==> config.mk <==
export PLATFORM = sky130hd
export DESIGN_NAME = burst_read_agent
export DESIGN_NICKNAME = d
export VERILOG_FILES = /design/src/rtl/buffer_tb_pkg.sv /design/src/rtl/sat_counter.sv /design/src/rtl/burst_read_agent.sv
export SDC_FILE = /design/constraint.sdc
export NUM_CORES = 1
export LEC_CHECK = 0
export BUFFER_PORTS_ARGS = -buffer_cell sky130_fd_sc_hd__buf_4
export CORE_MARGIN = 3
export CORE_UTILIZATION = 30
export CTS_BUF_LIST = sky130_fd_sc_hd__clkbuf_16
export DETAILED_ROUTE_END_ITERATION = 8
export PLACE_DENSITY = 0.42
export SYNTH_ARGS = -nofsm -noshare
export SYNTH_HDL_FRONTEND = slang
export SYNTH_HIERARCHICAL = 1
export SYNTH_SLANG_ARGS = --single-unit
==> constraint.sdc <==
create_clock -name clk_i -period 5.8 [get_ports clk_i]
set_clock_uncertainty 0.2 [all_clocks]
set_input_delay 1.16 -clock clk_i [delete_from_list [all_inputs] [get_ports clk_i]]
set_output_delay 1.16 -clock clk_i [all_outputs]
set_load 0.01 [all_outputs]
==> src/rtl/buffer_tb_pkg.sv <==
// rtl/buffer_tb_pkg.sv - shared types, widths and run-length helper for the buffer throughput bench
package buffer_tb_pkg;

  localparam int BRA_CNT_W = 16;

  typedef enum logic [1:0] {
    BRA_IDLE  = 2'd0,
    BRA_BURST = 2'd1,
    BRA_GAP   = 2'd2,
    BRA_DONE  = 2'd3
  } bra_state_e;

  // Cycles from first BURST cycle to first DONE cycle when the FIFO never runs dry.
  function automatic int ideal_run_length(input int bursts, input int size, input int idle);
    return bursts * size + (bursts - 1) * idle;
  endfunction

endpackage

==> src/rtl/sat_counter.sv <==
// rtl/sat_counter.sv - clearable up-counter that sticks at all-ones instead of wrapping
module sat_counter
  import buffer_tb_pkg::*;
#(
  parameter int W = BRA_CNT_W
) (
  input  logic         clk_i,
  input  logic         rst_i,
  input  logic         clr_i,
  input  logic         en_i,
  output logic [W-1:0] count_o
);

  logic [W-1:0] count_q;
  logic [W-1:0] count_d;

  // Clear wins over increment so a counter can be restarted on the same cycle it counts.
  always_comb begin
    count_d = count_q;
    if (clr_i) begin
      count_d = '0;
    end else if (en_i && (count_q != '1)) begin
      count_d = count_q + 1'b1;
    end
  end

  // Count register.
  always_ff @(posedge clk_i) begin
    if (rst_i) begin
      count_q <= '0;
    end else begin
      count_q <= count_d;
    end
  end

  assign count_o = count_q;

endmodule

==> src/rtl/burst_read_agent.sv <==
// rtl/burst_read_agent.sv - bursty FIFO read-side traffic generator with read and stall accounting
module burst_read_agent
  import buffer_tb_pkg::*;
#(
  parameter int BURST_SIZE       = 10,
  parameter int IDLE_CYCLES      = 10,
  parameter int NUMBER_OF_BURSTS = 10,
  parameter int STALL_TIMEOUT    = 1024,
  parameter int CNT_W            = BRA_CNT_W
) (
  input  logic             clk_i,
  input  logic             rst_i,
  input  logic             start_i,
  input  logic             rrdy_i,
  output logic             re_o,
  output logic             busy_o,
  output logic             done_o,
  output logic             timeout_o,
  output logic [CNT_W-1:0] rd_count_o,
  output logic [CNT_W-1:0] stall_count_o
);

  localparam logic [CNT_W-1:0] BEAT_LAST  = CNT_W'(BURST_SIZE - 1);
  localparam logic [CNT_W-1:0] BURST_LAST = CNT_W'(NUMBER_OF_BURSTS - 1);
  localparam logic [CNT_W-1:0] GAP_LAST   = CNT_W'((IDLE_CYCLES > 0) ? IDLE_CYCLES - 1 : 0);
  localparam logic [CNT_W-1:0] STALL_LAST = CNT_W'(STALL_TIMEOUT - 1);

  bra_state_e state_q, state_d;
  logic       timeout_q, timeout_d;

  logic [CNT_W-1:0] rd_cnt, stall_cnt, cons_cnt, beat_cnt, burst_idx, gap_cnt, run_cyc;

  logic start_ok, rd, stall, burst_end, run_end, stall_abort, in_gap, gap_end, busy;

  assign start_ok    = start_i && ((state_q == BRA_IDLE) || (state_q == BRA_DONE));
  assign rd          = (state_q == BRA_BURST) && rrdy_i;
  assign stall       = (state_q == BRA_BURST) && !rrdy_i;
  assign burst_end   = rd && (beat_cnt == BEAT_LAST);
  assign run_end     = burst_end && (burst_idx == BURST_LAST);
  assign stall_abort = stall && (cons_cnt == STALL_LAST);
  assign in_gap      = (state_q == BRA_GAP);
  assign gap_end     = in_gap && (gap_cnt == GAP_LAST);
  assign busy        = (state_q == BRA_BURST) || in_gap;

  sat_counter #(.W(CNT_W)) u_rd_cnt (
    .clk_i(clk_i), .rst_i(rst_i), .clr_i(start_ok), .en_i(rd), .count_o(rd_cnt)
  );

  sat_counter #(.W(CNT_W)) u_stall_cnt (
    .clk_i(clk_i), .rst_i(rst_i), .clr_i(start_ok), .en_i(stall), .count_o(stall_cnt)
  );

  sat_counter #(.W(CNT_W)) u_cons_cnt (
    .clk_i(clk_i), .rst_i(rst_i), .clr_i(start_ok || rd), .en_i(stall), .count_o(cons_cnt)
  );

  sat_counter #(.W(CNT_W)) u_beat_cnt (
    .clk_i(clk_i), .rst_i(rst_i), .clr_i(start_ok || burst_end), .en_i(rd), .count_o(beat_cnt)
  );

  sat_counter #(.W(CNT_W)) u_burst_idx (
    .clk_i(clk_i), .rst_i(rst_i), .clr_i(start_ok), .en_i(burst_end), .count_o(burst_idx)
  );

  sat_counter #(.W(CNT_W)) u_gap_cnt (
    .clk_i(clk_i), .rst_i(rst_i), .clr_i(start_ok || gap_end), .en_i(in_gap), .count_o(gap_cnt)
  );

  // Busy-cycle count of the current run; only feeds the run-length self check below.
  sat_counter #(.W(CNT_W)) u_run_cyc (
    .clk_i(clk_i), .rst_i(rst_i), .clr_i(start_ok), .en_i(busy), .count_o(run_cyc)
  );

  // Next-state logic; stall abort and burst completion cannot coincide since one needs rrdy low, the other high.
  always_comb begin
    state_d   = state_q;
    timeout_d = timeout_q;
    case (state_q)
      BRA_IDLE, BRA_DONE: begin
        if (start_i) begin
          state_d   = BRA_BURST;
          timeout_d = 1'b0;
        end
      end
      BRA_BURST: begin
        if (stall_abort) begin
          state_d   = BRA_DONE;
          timeout_d = 1'b1;
        end else if (run_end) begin
          state_d = BRA_DONE;
        end else if (burst_end && (IDLE_CYCLES != 0)) begin
          state_d = BRA_GAP;
        end
      end
      BRA_GAP: begin
        if (gap_end) begin
          state_d = BRA_BURST;
        end
      end
      default: state_d = BRA_IDLE;
    endcase
  end

  // State and abort-flag registers.
  always_ff @(posedge clk_i) begin
    if (rst_i) begin
      state_q   <= BRA_IDLE;
      timeout_q <= 1'b0;
    end else begin
      state_q   <= state_d;
      timeout_q <= timeout_d;
    end
  end

  // A stall-free run must finish in exactly the ideal number of cycles.
  always @(posedge clk_i) begin
    if (!rst_i && run_end && (stall_cnt == '0) && (run_cyc != '1)) begin
      assert (int'(run_cyc) + 1 == ideal_run_length(NUMBER_OF_BURSTS, BURST_SIZE, IDLE_CYCLES));
    end
  end

  assign re_o          = rd;
  assign busy_o        = busy;
  assign done_o        = (state_q == BRA_DONE);
  assign timeout_o     = timeout_q;
  assign rd_count_o    = rd_cnt;
  assign stall_count_o = stall_cnt;

endmodule

Word-level counts from Yosys, hierarchy flattened
Index checks and enable logic that the tools add are counted.
{"block": "word_totals", "inputBits": 4, "reg_bits": 99}
{"block": "op_classes", "reduce_logical": 28, "muxes": 9, "add_sub_neg": 6, "n_eq_ne": 17}
{"op": "adder 16 x 1 -> 16 bit, second input constant", "count": 6}
{"op": "inequality test 16 bit, second input constant", "count": 6}
{"op": "== test 16 x 4 -> 1 bit, second input constant", "count": 3}
{"op": "== test 16 x 10 -> 1 bit, second input constant", "count": 1}
{"op": "logical AND 1 bit", "count": 13}
{"op": "two-way mux 2 bit", "count": 5}
{"op": "OR reduction 2 bit", "count": 5}
{"op": "case mux 2 bit (3 select lines)", "count": 1}
{"op": "AND reduction 3 bit", "count": 2}
{"op": "logical OR 1 bit", "count": 5}
{"op": "== test 2 bit, second input constant", "count": 2}
{"op": "inequality test 2 bit, second input constant", "count": 2}
{"op": "inequality test 4 bit, second input constant", "count": 1}
{"op": "== test 2 x 1 -> 1 bit, second input constant", "count": 1}
{"op": "zero test 2 bit", "count": 1}
{"op": "two-way mux 1 bit", "count": 2}
{"op": "inequality test 2 x 1 -> 1 bit, second input constant", "count": 1}
{"op": "case mux 1 bit (2 select lines)", "count": 1}
{"op": "nonzero test 2 bit", "count": 1}
{"op": "zero test 1 bit", "count": 1}

Longest topological paths before layout
{"block": "depth", "word_depth": 7, "ltp_mapped": 9, "depth_no_buf": 8}

By module
Netlist, hierarchy kept.
{"mod": "sat_counter", "seq_area_each_um2": 320.3, "cells_per_inst": 102, "area_per_inst_um2": 917.1, "instances": 6}
{"mod": "burst_read_agent", "seq_area_each_um2": 60.1, "cells_per_inst": 51, "area_per_inst_um2": 402.9, "instances": 1}

Least setup slack after synthesis
Ideal clock, no wire load.
{"block": "synth_path", "kind": "in2out", "start": "input rrdy_i", "end": "output re_o", "t_required_ns": 4.440, "stages": 2, "setup_slack_ns": 2.971, "arrival_ns": 1.469, "cell_sequence": "nand2_1 inv_1"}
{"block": "synth_between", "elab_chain_cells": 1}
{"element": "start: declaration", "line": "burst_read_agent.sv:14", "rtl": "input logic rrdy_i,"}
{"element": "logical AND 1 bit", "line": "burst_read_agent.sv:36", "rtl": "assign rd = (state_q == BRA_BURST) && rrdy_i;"}
{"element": "end: declaration", "line": "burst_read_agent.sv:15", "rtl": "output logic re_o,"}
No other way between the ends.

Final worst setup path
Same ends and word-level chain as after synthesis.

==> flow_summary.json <==
{
  "firstDrtPassIters": 5,
  "finalCritPeriodShare_pct": 56.40,
  "ctsResizeCount": 0,
  "drcViolationCount": 0,
  "crit_required_ns": 4.44,
  "fmax_ghz": 0.3057,
  "place_area_mm2": 0.006269,
  "synthesis.nets": 676,
  "yosysWarnings": 6,
  "grt_pass1_vias": 4752,
  "drv_slew": 0,
  "ys_seq_area_share_pct": 33.56,
  "register_area_mm2": 0.001982,
  "cp_max_fo": 11,
  "cts.sinks": 99,
  "finalSetupTns_ns": 0,
  "grt_pass1_wl_um": 24500,
  "worst_pin_slew_ns": 0.8082,
  "yosys.area.top_type_share_pct": 33.56,
  "grt_remaining_overflow": 0,
  "synth_edf_count": 0,
  "worst-setup-path-type": "in2out",
  "synthFlopType": "dfxtp_1",
  "synth_area_mm2": 0.005906,
  "fp.dieW_um": 146.3,
  "clkSlewWorstSetupHoldPaths_ns": 0.07,
  "dieArea_mm2": 0.02141,
  "clkLatencyLatePin_ns": 0.36,
  "io_pins": 40,
  "place_hpwl_um": 10200,
  "hold_class": "reg2reg",
  "area_growth_pct": 11.95,
  "cts_root_buf": "clkbuf_16",
  "wl_per_cell_um": 15.01,
  "netlist_instances": 663,
  "start_util_pct": 31.05,
  "cellPowerDensity_mw_per_mm2": 262.1,
  "rows": 50,
  "relSlewSlack_pct": 45.92,
  "cts_hold_buffers": 0,
  "synth_largest_area_cell": "dfxtp_1",
  "post-route-min-period_ns": 3.271,
  "synthArstFlopShare_pct": 0,
  "cp-end-kind": "output pin",
  "portBuffers": 39,
  "cts_tree": "done",
  "grtUsageTotal_pct": 13.56,
  "postSynthAreaPerCell_um2": 8.907,
  "cts_setup_buffers": 0,
  "die_y_um": 146.3,
  "synth_area_leaders": "dfxtp_1, mux2i_1, nand2_1, a21oi_1, nand3_1",
  "cts_inserted_buffers": 9,
  "synth_commonest_cells": "dfxtp_1, nand2_1, a21oi_1, mux2i_1, nand3_1",
  "cts_max_level": 3,
  "status": "finished, final reports clean",
  "totalWireLength_um": 14230,
  "vdd_ir_drop_max_v": 0.0001242,
  "power_leakage_nw": 2.330,
  "clk_path_buf_depth": 2,
  "avgViaCountPerCell": 5.383,
  "gp_congestion": 0.7703,
  "ys_types": 47,
  "grt_setup_unrepaired": "false",
  "hold_viol": 0,
  "antenna_found_initial": 0,
  "nNetsFinal": 696,
  "nFillCells": 1972,
  "num_antenna_cells": 0,
  "drv_cap": 0,
  "arrival_ns": 1.91,
  "fin_area_mm2": 0.006611,
  "ant_nets": 0,
  "drt_iter0_markers": 187,
  "finalSetupViolCount": 0,
  "startpoint_type": "input port",
  "multi_input_area_mm2": 0.003620,
  "synth-seq-cells": 99,
  "drive_above_1_share_pct": 19.48,
  "vias": 5103,
  "grt_start_max_net_pins": 46,
  "coreArea_mm2": 0.01902,
  "synth.most_common_cell": "dfxtp_1"
}
-- layout by cell type (no fill, tap or decap), types with 7 or more instances in the layout --
master,netlist,routed
or3_2,18,18
o21ai_1,12,12
o21ai_0,25,25
a21oi_1,39,39
nand2_1,82,82
nor2_1,13,13
or3_1,24,24
dfxtp_1,99,99
nor3_1,14,14
buf_4,6,39
a31oi_1,24,24
nor3_4,7,7
nand3_1,31,31
clkbuf_16,0,9
nand4_1,21,21
and2_1,12,12
mux2i_1,36,36
and2_2,12,12
inv_1,13,14
a211oi_1,18,18
ha_1,9,9
nor4_1,8,8
and3_4,12,12
a2111o_1,12,12
and3_1,18,18
-- per-layer routing --
layer | track usage [%] | routed length (µm)
met1 | 18.70 | 7056
met2 | 21.44 | 6530
met3 | 2.638 | 435
met4 | 4.233 | 204
met5 | 0 | 0
-- cell families after synthesis --
| group | count (synthesis) | share of synthesized area, % |
|---|---|---|
| AO/OA/AOI/OAI | 171 | 20.42 |
| adder cells (fa/ha/maj) | 9 | 1.907 |
| buffers and inverters | 43 | 5.148 |
| flip-flops | 99 | 33.56 |
| multiplexers | 36 | 6.102 |
| AND/OR/NAND/NOR | 305 | 32.86 |
-- critical path, cell delays in order --
cell     delay, ns
buf_4         0.10
nand2_1       0.16
inv_1         0.30
buf_4         0.19
-- path summary, 6_finish.rpt --
| check | startpoint | endpoint | slack, ns | depth (start not counted) |
|---|---|---|---|---|
| max | rrdy_i | re_o | 2.53 | 4 |
| min | u_beat_cnt/count_o[5]$_SDFFE_PP0P_ | u_beat_cnt/count_o[5]$_SDFFE_PP0P_ | 0.29 | 2 |
| max reg2reg | state_q[0]$_SDFFE_PP0P_ | u_rd_cnt/count_o[4]$_SDFFE_PP0P_ | 3.15 | 7 |
| min reg2reg | u_beat_cnt/count_o[5]$_SDFFE_PP0P_ | u_beat_cnt/count_o[5]$_SDFFE_PP0P_ | 0.29 | 2 |
-- flip-flops by register name, indices dropped and copies added (netlist names) --
name and flops:
u_gap_cnt/count_o 16, u_rd_cnt/count_o 16, u_beat_cnt/count_o 16, timeout_o 1, u_stall_cnt/count_o 16, state_q 2
u_burst_idx/count_o 16, u_cons_cnt/count_o 16
-- power by group --
part | internal (mW) | total, mW | leakage [nW] | switching [mW]
clock network | 0.421 | 0.699 | 0.163 | 0.278
logic | 0.110 | 0.319 | 1.37 | 0.209
registers | 0.695 | 0.714 | 0.798 | 0.0192
-- per-stage QoR --
| stage | total power, mW | cells | worst slack [ns] | utilization (%) | hold WS, ns |
|---|---|---|---|---|---|
| after floorplan | 0.9587 | 663 | 2.971 | - | 0.2620 |
| after global placement | 1.049 | 932 | 2.560 | 32.96 | 0.2829 |
| after detailed placement | 1.055 | 932 | 2.522 | 32.96 | 0.2913 |
| after CTS | 1.771 | 948 | 2.522 | 34.76 | 0.2962 |
| after global routing | 1.831 | 948 | 2.469 | 34.76 | 0.3355 |
| final | 1.733 | 948 | 2.529 | 34.76 | 0.2932 |
-- area by class of cell --
type	count	area share, %
flip-flops and latches	99	29.98
clock inverters	7	1.779
repair buffers	39	4.428
well taps	260	4.921
clock buffers	9	3.407
multi-input cells	521	54.75
inverters	13	0.7381
Power figures use the tool's default switching activity.
